**src/rtl/regfile_op_sequencer_if.sv**
```systemverilog
// Command, register-file and response signals between the add-op sequencer and its neighbours.
// master = the sequencer; slave = the command source, register file and response sink seen as one.
interface regfile_op_sequencer_if #(
    parameter int DEPTH = 4,
    parameter int AW    = 4,
    parameter int DW    = 16
);
    logic                    cmd_valid;
    logic                    cmd_ready;
    logic [AW-1:0]           cmd_rs1;
    logic [AW-1:0]           cmd_rs2;
    logic [AW-1:0]           cmd_rd;

    logic [AW-1:0]           rf_readaddr1;
    logic [AW-1:0]           rf_readaddr2;
    logic [AW-1:0]           rf_writeaddr;
    logic                    rf_w_en;
    logic [DW-1:0]           rf_writedata;

    logic                    rsp_valid;
    logic                    rsp_ready;
    logic [DW-1:0]           rsp_data;
    logic [AW-1:0]           rsp_rd;

    logic                    busy;
    logic [$clog2(DEPTH):0]  count;

    modport master (
        input  cmd_valid, cmd_rs1, cmd_rs2, cmd_rd,
        output cmd_ready,
        output rf_readaddr1, rf_readaddr2, rf_writeaddr, rf_w_en,
        input  rf_writedata,
        output rsp_valid, rsp_data, rsp_rd,
        input  rsp_ready,
        output busy, count
    );

    modport slave (
        output cmd_valid, cmd_rs1, cmd_rs2, cmd_rd,
        input  cmd_ready,
        input  rf_readaddr1, rf_readaddr2, rf_writeaddr, rf_w_en,
        output rf_writedata,
        input  rsp_valid, rsp_data, rsp_rd,
        output rsp_ready,
        input  busy, count
    );
endinterface

```
**src/rtl/regfile_op_sequencer.sv**
```systemverilog
// Queues {rs1,rs2,rd} add commands and issues them one at a time to a 2R1W register file,
// returning the registered sum with its destination on a valid/ready response channel.
module regfile_op_sequencer #(
    parameter int DEPTH = 4,
    parameter int AW    = 4,
    parameter int DW    = 16
) (
    input  logic                      clk,
    input  logic                      rst,
    regfile_op_sequencer_if.master    bus
);
    localparam int PW = $clog2(DEPTH);
    localparam int CW = PW + 1;
    localparam int EW = 3 * AW;
    localparam logic [CW-1:0] FULL_COUNT = CW'(DEPTH);

    typedef enum logic [1:0] {
        IDLE    = 2'd0,
        ISSUE   = 2'd1,
        CAPTURE = 2'd2,
        RESP    = 2'd3
    } state_t;

    state_t          state_reg;

    logic [EW-1:0]   fifo_mem [DEPTH];
    logic [PW-1:0]   wr_ptr_reg;
    logic [PW-1:0]   rd_ptr_reg;
    logic [CW-1:0]   count_reg;
    logic [CW-1:0]   count_next;

    logic            rf_w_en_reg;
    logic [AW-1:0]   rf_readaddr1_reg;
    logic [AW-1:0]   rf_readaddr2_reg;
    logic [AW-1:0]   rf_writeaddr_reg;
    logic            rsp_valid_reg;
    logic [DW-1:0]   rsp_data_reg;
    logic [AW-1:0]   rsp_rd_reg;

    logic            cmd_ready;
    logic            push;
    logic            pop;
    logic            fifo_nonempty;
    logic            start_issue;
    logic [EW-1:0]   head;
    logic [AW-1:0]   head_rs1;
    logic [AW-1:0]   head_rs2;
    logic [AW-1:0]   head_rd;

    // Ready comes only from the registered count, so a full FIFO never passes a command through.
    assign cmd_ready     = (count_reg < FULL_COUNT);
    assign push          = bus.cmd_valid && cmd_ready;
    assign pop           = (state_reg == ISSUE);
    assign fifo_nonempty = (count_reg != '0);

    assign head     = fifo_mem[rd_ptr_reg];
    assign head_rs1 = head[EW-1 -: AW];
    assign head_rs2 = head[EW-AW-1 -: AW];
    assign head_rd  = head[AW-1:0];

    // A new issue starts from IDLE, or straight out of RESP on the cycle the response is taken.
    assign start_issue = fifo_nonempty &&
                         ((state_reg == IDLE) || (state_reg == RESP && bus.rsp_ready));

    always_ff @(posedge clk) begin
        if (push) begin
            fifo_mem[wr_ptr_reg] <= {bus.cmd_rs1, bus.cmd_rs2, bus.cmd_rd};
        end
    end

    always_comb begin
        count_next = count_reg;
        if (push && !pop) begin
            count_next = count_reg + CW'(1);
        end else if (!push && pop) begin
            count_next = count_reg - CW'(1);
        end
    end

    always_ff @(posedge clk) begin
        if (rst) begin
            wr_ptr_reg <= '0;
            rd_ptr_reg <= '0;
            count_reg  <= '0;
        end else begin
            if (push) begin
                wr_ptr_reg <= wr_ptr_reg + PW'(1);
            end
            if (pop) begin
                rd_ptr_reg <= rd_ptr_reg + PW'(1);
            end
            count_reg <= count_next;
        end
    end

    always_ff @(posedge clk) begin
        if (rst) begin
            state_reg        <= IDLE;
            rf_w_en_reg      <= 1'b0;
            rf_readaddr1_reg <= '0;
            rf_readaddr2_reg <= '0;
            rf_writeaddr_reg <= '0;
            rsp_valid_reg    <= 1'b0;
            rsp_data_reg     <= '0;
            rsp_rd_reg       <= '0;
        end else begin
            case (state_reg)
                IDLE: begin
                    if (start_issue) begin
                        state_reg <= ISSUE;
                    end
                end
                ISSUE: begin
                    rf_w_en_reg <= 1'b0;
                    state_reg   <= CAPTURE;
                end
                CAPTURE: begin
                    // rf_writeaddr still holds the rd of the command just written.
                    rsp_data_reg  <= bus.rf_writedata;
                    rsp_rd_reg    <= rf_writeaddr_reg;
                    rsp_valid_reg <= 1'b1;
                    state_reg     <= RESP;
                end
                RESP: begin
                    if (bus.rsp_ready) begin
                        rsp_valid_reg <= 1'b0;
                        state_reg     <= start_issue ? ISSUE : IDLE;
                    end
                end
                default: begin
                    state_reg <= IDLE;
                end
            endcase

            if (start_issue) begin
                rf_w_en_reg      <= 1'b1;
                rf_readaddr1_reg <= head_rs1;
                rf_readaddr2_reg <= head_rs2;
                rf_writeaddr_reg <= head_rd;
            end
        end
    end

    assign bus.cmd_ready    = cmd_ready;
    assign bus.rf_w_en      = rf_w_en_reg;
    assign bus.rf_readaddr1 = rf_readaddr1_reg;
    assign bus.rf_readaddr2 = rf_readaddr2_reg;
    assign bus.rf_writeaddr = rf_writeaddr_reg;
    assign bus.rsp_valid    = rsp_valid_reg;
    assign bus.rsp_data     = rsp_data_reg;
    assign bus.rsp_rd       = rsp_rd_reg;
    assign bus.count        = count_reg;
    assign bus.busy         = (state_reg != IDLE) || fifo_nonempty;
endmodule
```
**src/flat_wrapper.sv**
```systemverilog
// flat-port wrapper written by rule: the top's interface ports become plain ports
module regfile_op_sequencer_flat 
#(
    parameter int DEPTH = 4,
    parameter int AW    = 4,
    parameter int DW    = 16
)
  (clk, rst, bus_cmd_valid, bus_cmd_rs1, bus_cmd_rs2, bus_cmd_rd, bus_cmd_ready, bus_rf_readaddr1, bus_rf_readaddr2, bus_rf_writeaddr, bus_rf_w_en, bus_rf_writedata, bus_rsp_valid, bus_rsp_data, bus_rsp_rd, bus_rsp_ready, bus_busy, bus_count);
  regfile_op_sequencer_if #(.DEPTH(DEPTH), .AW(AW), .DW(DW)) bus_i ();
  input  logic clk;
  input  logic rst;
  input wire logic [$bits(bus_i.cmd_valid)-1:0] bus_cmd_valid;
  input wire logic [$bits(bus_i.cmd_rs1)-1:0] bus_cmd_rs1;
  input wire logic [$bits(bus_i.cmd_rs2)-1:0] bus_cmd_rs2;
  input wire logic [$bits(bus_i.cmd_rd)-1:0] bus_cmd_rd;
  output wire logic [$bits(bus_i.cmd_ready)-1:0] bus_cmd_ready;
  output wire logic [$bits(bus_i.rf_readaddr1)-1:0] bus_rf_readaddr1;
  output wire logic [$bits(bus_i.rf_readaddr2)-1:0] bus_rf_readaddr2;
  output wire logic [$bits(bus_i.rf_writeaddr)-1:0] bus_rf_writeaddr;
  output wire logic [$bits(bus_i.rf_w_en)-1:0] bus_rf_w_en;
  input wire logic [$bits(bus_i.rf_writedata)-1:0] bus_rf_writedata;
  output wire logic [$bits(bus_i.rsp_valid)-1:0] bus_rsp_valid;
  output wire logic [$bits(bus_i.rsp_data)-1:0] bus_rsp_data;
  output wire logic [$bits(bus_i.rsp_rd)-1:0] bus_rsp_rd;
  input wire logic [$bits(bus_i.rsp_ready)-1:0] bus_rsp_ready;
  output wire logic [$bits(bus_i.busy)-1:0] bus_busy;
  output wire logic [$bits(bus_i.count)-1:0] bus_count;
  assign bus_i.cmd_valid = bus_cmd_valid;
  assign bus_i.cmd_rs1 = bus_cmd_rs1;
  assign bus_i.cmd_rs2 = bus_cmd_rs2;
  assign bus_i.cmd_rd = bus_cmd_rd;
  assign bus_cmd_ready = bus_i.cmd_ready;
  assign bus_rf_readaddr1 = bus_i.rf_readaddr1;
  assign bus_rf_readaddr2 = bus_i.rf_readaddr2;
  assign bus_rf_writeaddr = bus_i.rf_writeaddr;
  assign bus_rf_w_en = bus_i.rf_w_en;
  assign bus_i.rf_writedata = bus_rf_writedata;
  assign bus_rsp_valid = bus_i.rsp_valid;
  assign bus_rsp_data = bus_i.rsp_data;
  assign bus_rsp_rd = bus_i.rsp_rd;
  assign bus_i.rsp_ready = bus_rsp_ready;
  assign bus_busy = bus_i.busy;
  assign bus_count = bus_i.count;
  regfile_op_sequencer #(.DEPTH(DEPTH), .AW(AW), .DW(DW)) u_core (.clk(clk), .rst(rst), .bus(bus_i));
endmodule
```
**config.mk**
```make
export PLATFORM = sky130hd
export DESIGN_NAME = regfile_op_sequencer_flat
export DESIGN_NICKNAME = d
export VERILOG_FILES = /design/src/rtl/regfile_op_sequencer_if.sv /design/src/rtl/regfile_op_sequencer.sv /design/src/flat_wrapper.sv
export SDC_FILE = /design/constraint.sdc
export NUM_CORES = 1
export LEC_CHECK = 0
export ABC_AREA = 1
export CORE_ASPECT_RATIO = 1.1
export CORE_MARGIN = 2
export CORE_UTILIZATION = 45
export DETAILED_ROUTE_END_ITERATION = 10
export GPL_ROUTABILITY_DRIVEN = 1
export PLACE_DENSITY = 0.8
export SYNTH_ARGS = -nofsm -noshare
export SYNTH_HDL_FRONTEND = slang
export SYNTH_SLANG_ARGS = --single-unit
```
**constraint.sdc**
```tcl
create_clock -name clk -period 1.73 [get_ports clk]
set_input_delay 0.519 -clock clk [delete_from_list [all_inputs] [get_ports clk]]
set_output_delay 0.519 -clock clk [all_outputs]
set_load 0.005 [all_outputs]
```
==> results.toml <==
[synth]
synth_most_common_cell = "nor2_1"
synth-adder-area-share_pct = 3.99
synth_top_family_by_area = "simple AND/OR/NAND/NOR gates"
synthSimpleGateAreaFrac_pct = 15.0
synth_top_area_share_pct = 39.6
async_flop_share_pct = 0
synth_common_cells = "101 x nor2_1, 48 x edfxtp_1, 43 x dfxtp_1"
synthXorXnorAreaFrac_pct = 0.241
synth.area.top_cells = "edfxtp_1 40%, dfxtp_1 24%, nor2_1 10%"
syn-num-nets = 413
synthFlopType = "edfxtp_1"
yosysTopAreaCell = "edfxtp_1"
synth_compound_area_share_pct = 10.8
synth_edf_count = 48
avgSynthCellArea_um2 = 9.84
synth-seq-cells = 91
mappedNetlistArea_mm2 = 0.00364
yosysSeqAreaShare_pct = 63.3
yosysUniqueCellTypes = 24
yosysWarnings = 0
synthMuxAreaShare_pct = 0
syn-instance-count = 370

[clocking]
cts_tree = "done"
path_clk_slew_ns = 0.09
clock-sinks = 91
cts_buffers = 9
clk_latency_ns = 0.35
cts_htree_levels = 3
clk_path_buf_depth = 2
cts_root_buf = "clkbuf_8"

[routing]
drc = 0
finalWirelength_mm = 7.62
drt-pass1-iter-count = 4
routedWlPerCell_um = 13.1
ant_nets = 0
vias_per_cell = 4.77
first_iter_violations = 94
vias = 2769

[global_routing]
antenna_found_initial = 0
overflow = 0
grt_pass1_vias = 2587
grt_pass1_wl_mm = 12.0
grt_use_total_pct = 17.1
grt_max_degree = 35

[worst_setup_path]
crit_family = "buffers and inverters"
crit_path_top_delay_cell = "clkdlybuf4s50_1"
end_kind = "output pin"
cp_slowest_stage_delay_ns = 0.49
crit_path_start_kind = "flop"
cp_cell_sequence = "clkdlybuf4s50_1"
crit_buf_inv = 1
critical_path_class = "flop to output pin"
crit_fanout = 2
required_ns = 1.21
arrival_ns = 1.19

[timing]
tightest_slew_ns = 0.384
timing.hold.ws_ns = 0.468
min_period_over_period_pct = 98.6
slew_violations = 0
fin_tns_setup_ns = 0
setup_viol = 0
max-slew-margin-rel_pct = 74.4
min_period_ns = 1.71
skew_ns = 0.00718
fmax_mhz = 586
final-hold-violation-count = 0

[layout]
n_antenna_cell = 0
final_nets = 511
final_core_util_pct = 62.5
largest_register_ffs = 48
fill_cells = 628
drive_gt1_share_pct = 18.2
multi_input_area_mm2 = 0.00116
fin_area_mm2 = 0.00492
regArea_mm2 = 0.00232
syn2layout_area_growth_pct = 35.1

[die]
die-area_mm2 = 0.00882
core-area_mm2 = 0.00787
rows = 34
io_pins = 71
start_util_pct = 46.2
die_width_um = 89.8
fp.dieH_um = 98.3

[power]
p_leak_nw = 2.23
p_int_mw = 4.57
comb_power_share_pct = 38.8
sw_frac_of_total_pct = 34.0
power.density_mw_per_mm2 = 1410
pwr-share-seq_pct = 42.0
p_sw_mw = 2.35
clkPwrFrac_pct = 19.3
ir_drop_uv = 627

[placed_design]
dpl_cell_area_mm2 = 0.00458
dp_hpwl_mm = 5.08
io_buffer_count = 70
place_congestion = 0.742

[min_path]
hold_class = "flop to flop"

[outcome]
status = "finished, final reports clean"

[job]
maxCapViolations = 0
tightest hold or removal path: stages (launching register included):
cell	delay [ns]
dfxtp_1	0.31
inv_1	0.07
a21oi_1	0.06
metal layers:
metal	wire length, µm	up-vias	share of wire [%]	global-route usage [%]
met5	0	-	0	0
met4	131	0	1.7	7.34
met3	406	14	5.3	4.17
met2	3750	94	49	29.0
met1	3330	1254	44	21.0
li1	-	1407	-	-
final cells by class:
cell class                      instances  share of cell area, %
Clock buffer                            9                   2.52
Clock inverter                          7                   1.20
Inverter                               32                   2.62
Multi-Input combinational cell        231                   23.6
Sequential cell                        91                   47.2
Tap cell                              108                   2.75
Timing Repair Buffer                  103                   20.1
power groups by stage:
stage / clock (mW) / combinational (mW) / sequential (mW)
floorplan: 0 / 1.39 / 2.96
global placement: 0 / 2.47 / 2.92
detailed placement: 0 / 2.57 / 2.94
CTS: 1.36 / 2.61 / 2.89
global route: 1.45 / 2.99 / 2.95
finish: 1.33 / 2.68 / 2.91
cell usage in the layout, fill, tap and decap left out, types with 2 or more instances in the layout:
cell,instances
nor2_1,101
edfxtp_1,48
clkdlybuf4s50_1,39
o21ai_0,36
nand2_1,34
buf_4,30
dfxtp_1,27
o21ai_1,24
inv_1,23
dfxtp_2,16
dlygate4sd2_1,15
dlymetal6s2s_1,15
a21oi_1,12
clkbuf_8,9
inv_2,6
ha_1,6
nand3_1,3
clkinvlp_4,3
ha_4,3
inv_4,2
inv_8,2
inv_6,2
buf_12,2
path summary, 6_finish.rpt:
check                                          startpoint                                end  slack, ns  depth (start not counted)
setup / recovery      u_core.bus.rsp_data[2]$_SDFFE_PP0P_                    bus_rsp_data[2]       0.02                          1
hold / removal    u_core.bus.rf_writeaddr[3]$_SDFFE_PP0P_  u_core.bus.rsp_rd[3]$_SDFFE_PP0P_       0.47                          2
setup reg to reg         u_core.state_reg[0]$_SDFFE_PP0P_   u_core.bus.count[2]$_SDFFE_PP0P_       0.05                         10
hold reg to reg   u_core.bus.rf_writeaddr[3]$_SDFFE_PP0P_  u_core.bus.rsp_rd[3]$_SDFFE_PP0P_       0.47                          2
cells by family after synthesis:
group | count (synthesis)
buf+inv | 48
compound gates | 76
simple gates | 143
flops | 91
fa+ha+maj | 11
xor+xnor | 1
timing repair:
item	in CTS	in global routing
endpoints found under the setup margin	20	37
hold buffers	0	0
pin swaps	5	3
buffers inserted	5	2
gates resized for setup	35	36
stage by stage:
| stage | power, mW | setup WS [ns] | instances |
|---|---|---|---|
| 2_1_floorplan | 4.36 | 0.0117 | 370 |
| 3_3_place_gp | 5.40 | -0.415 | 558 |
| 3_5_place_dp | 5.51 | -0.542 | 558 |
| 4_1_cts | 6.87 | -0.0419 | 579 |
| 5_1_grt | 7.40 | -0.0287 | 581 |
| 6_report | 6.92 | 0.0247 | 581 |
Note: power is estimated with default switching activity, not from simulation.
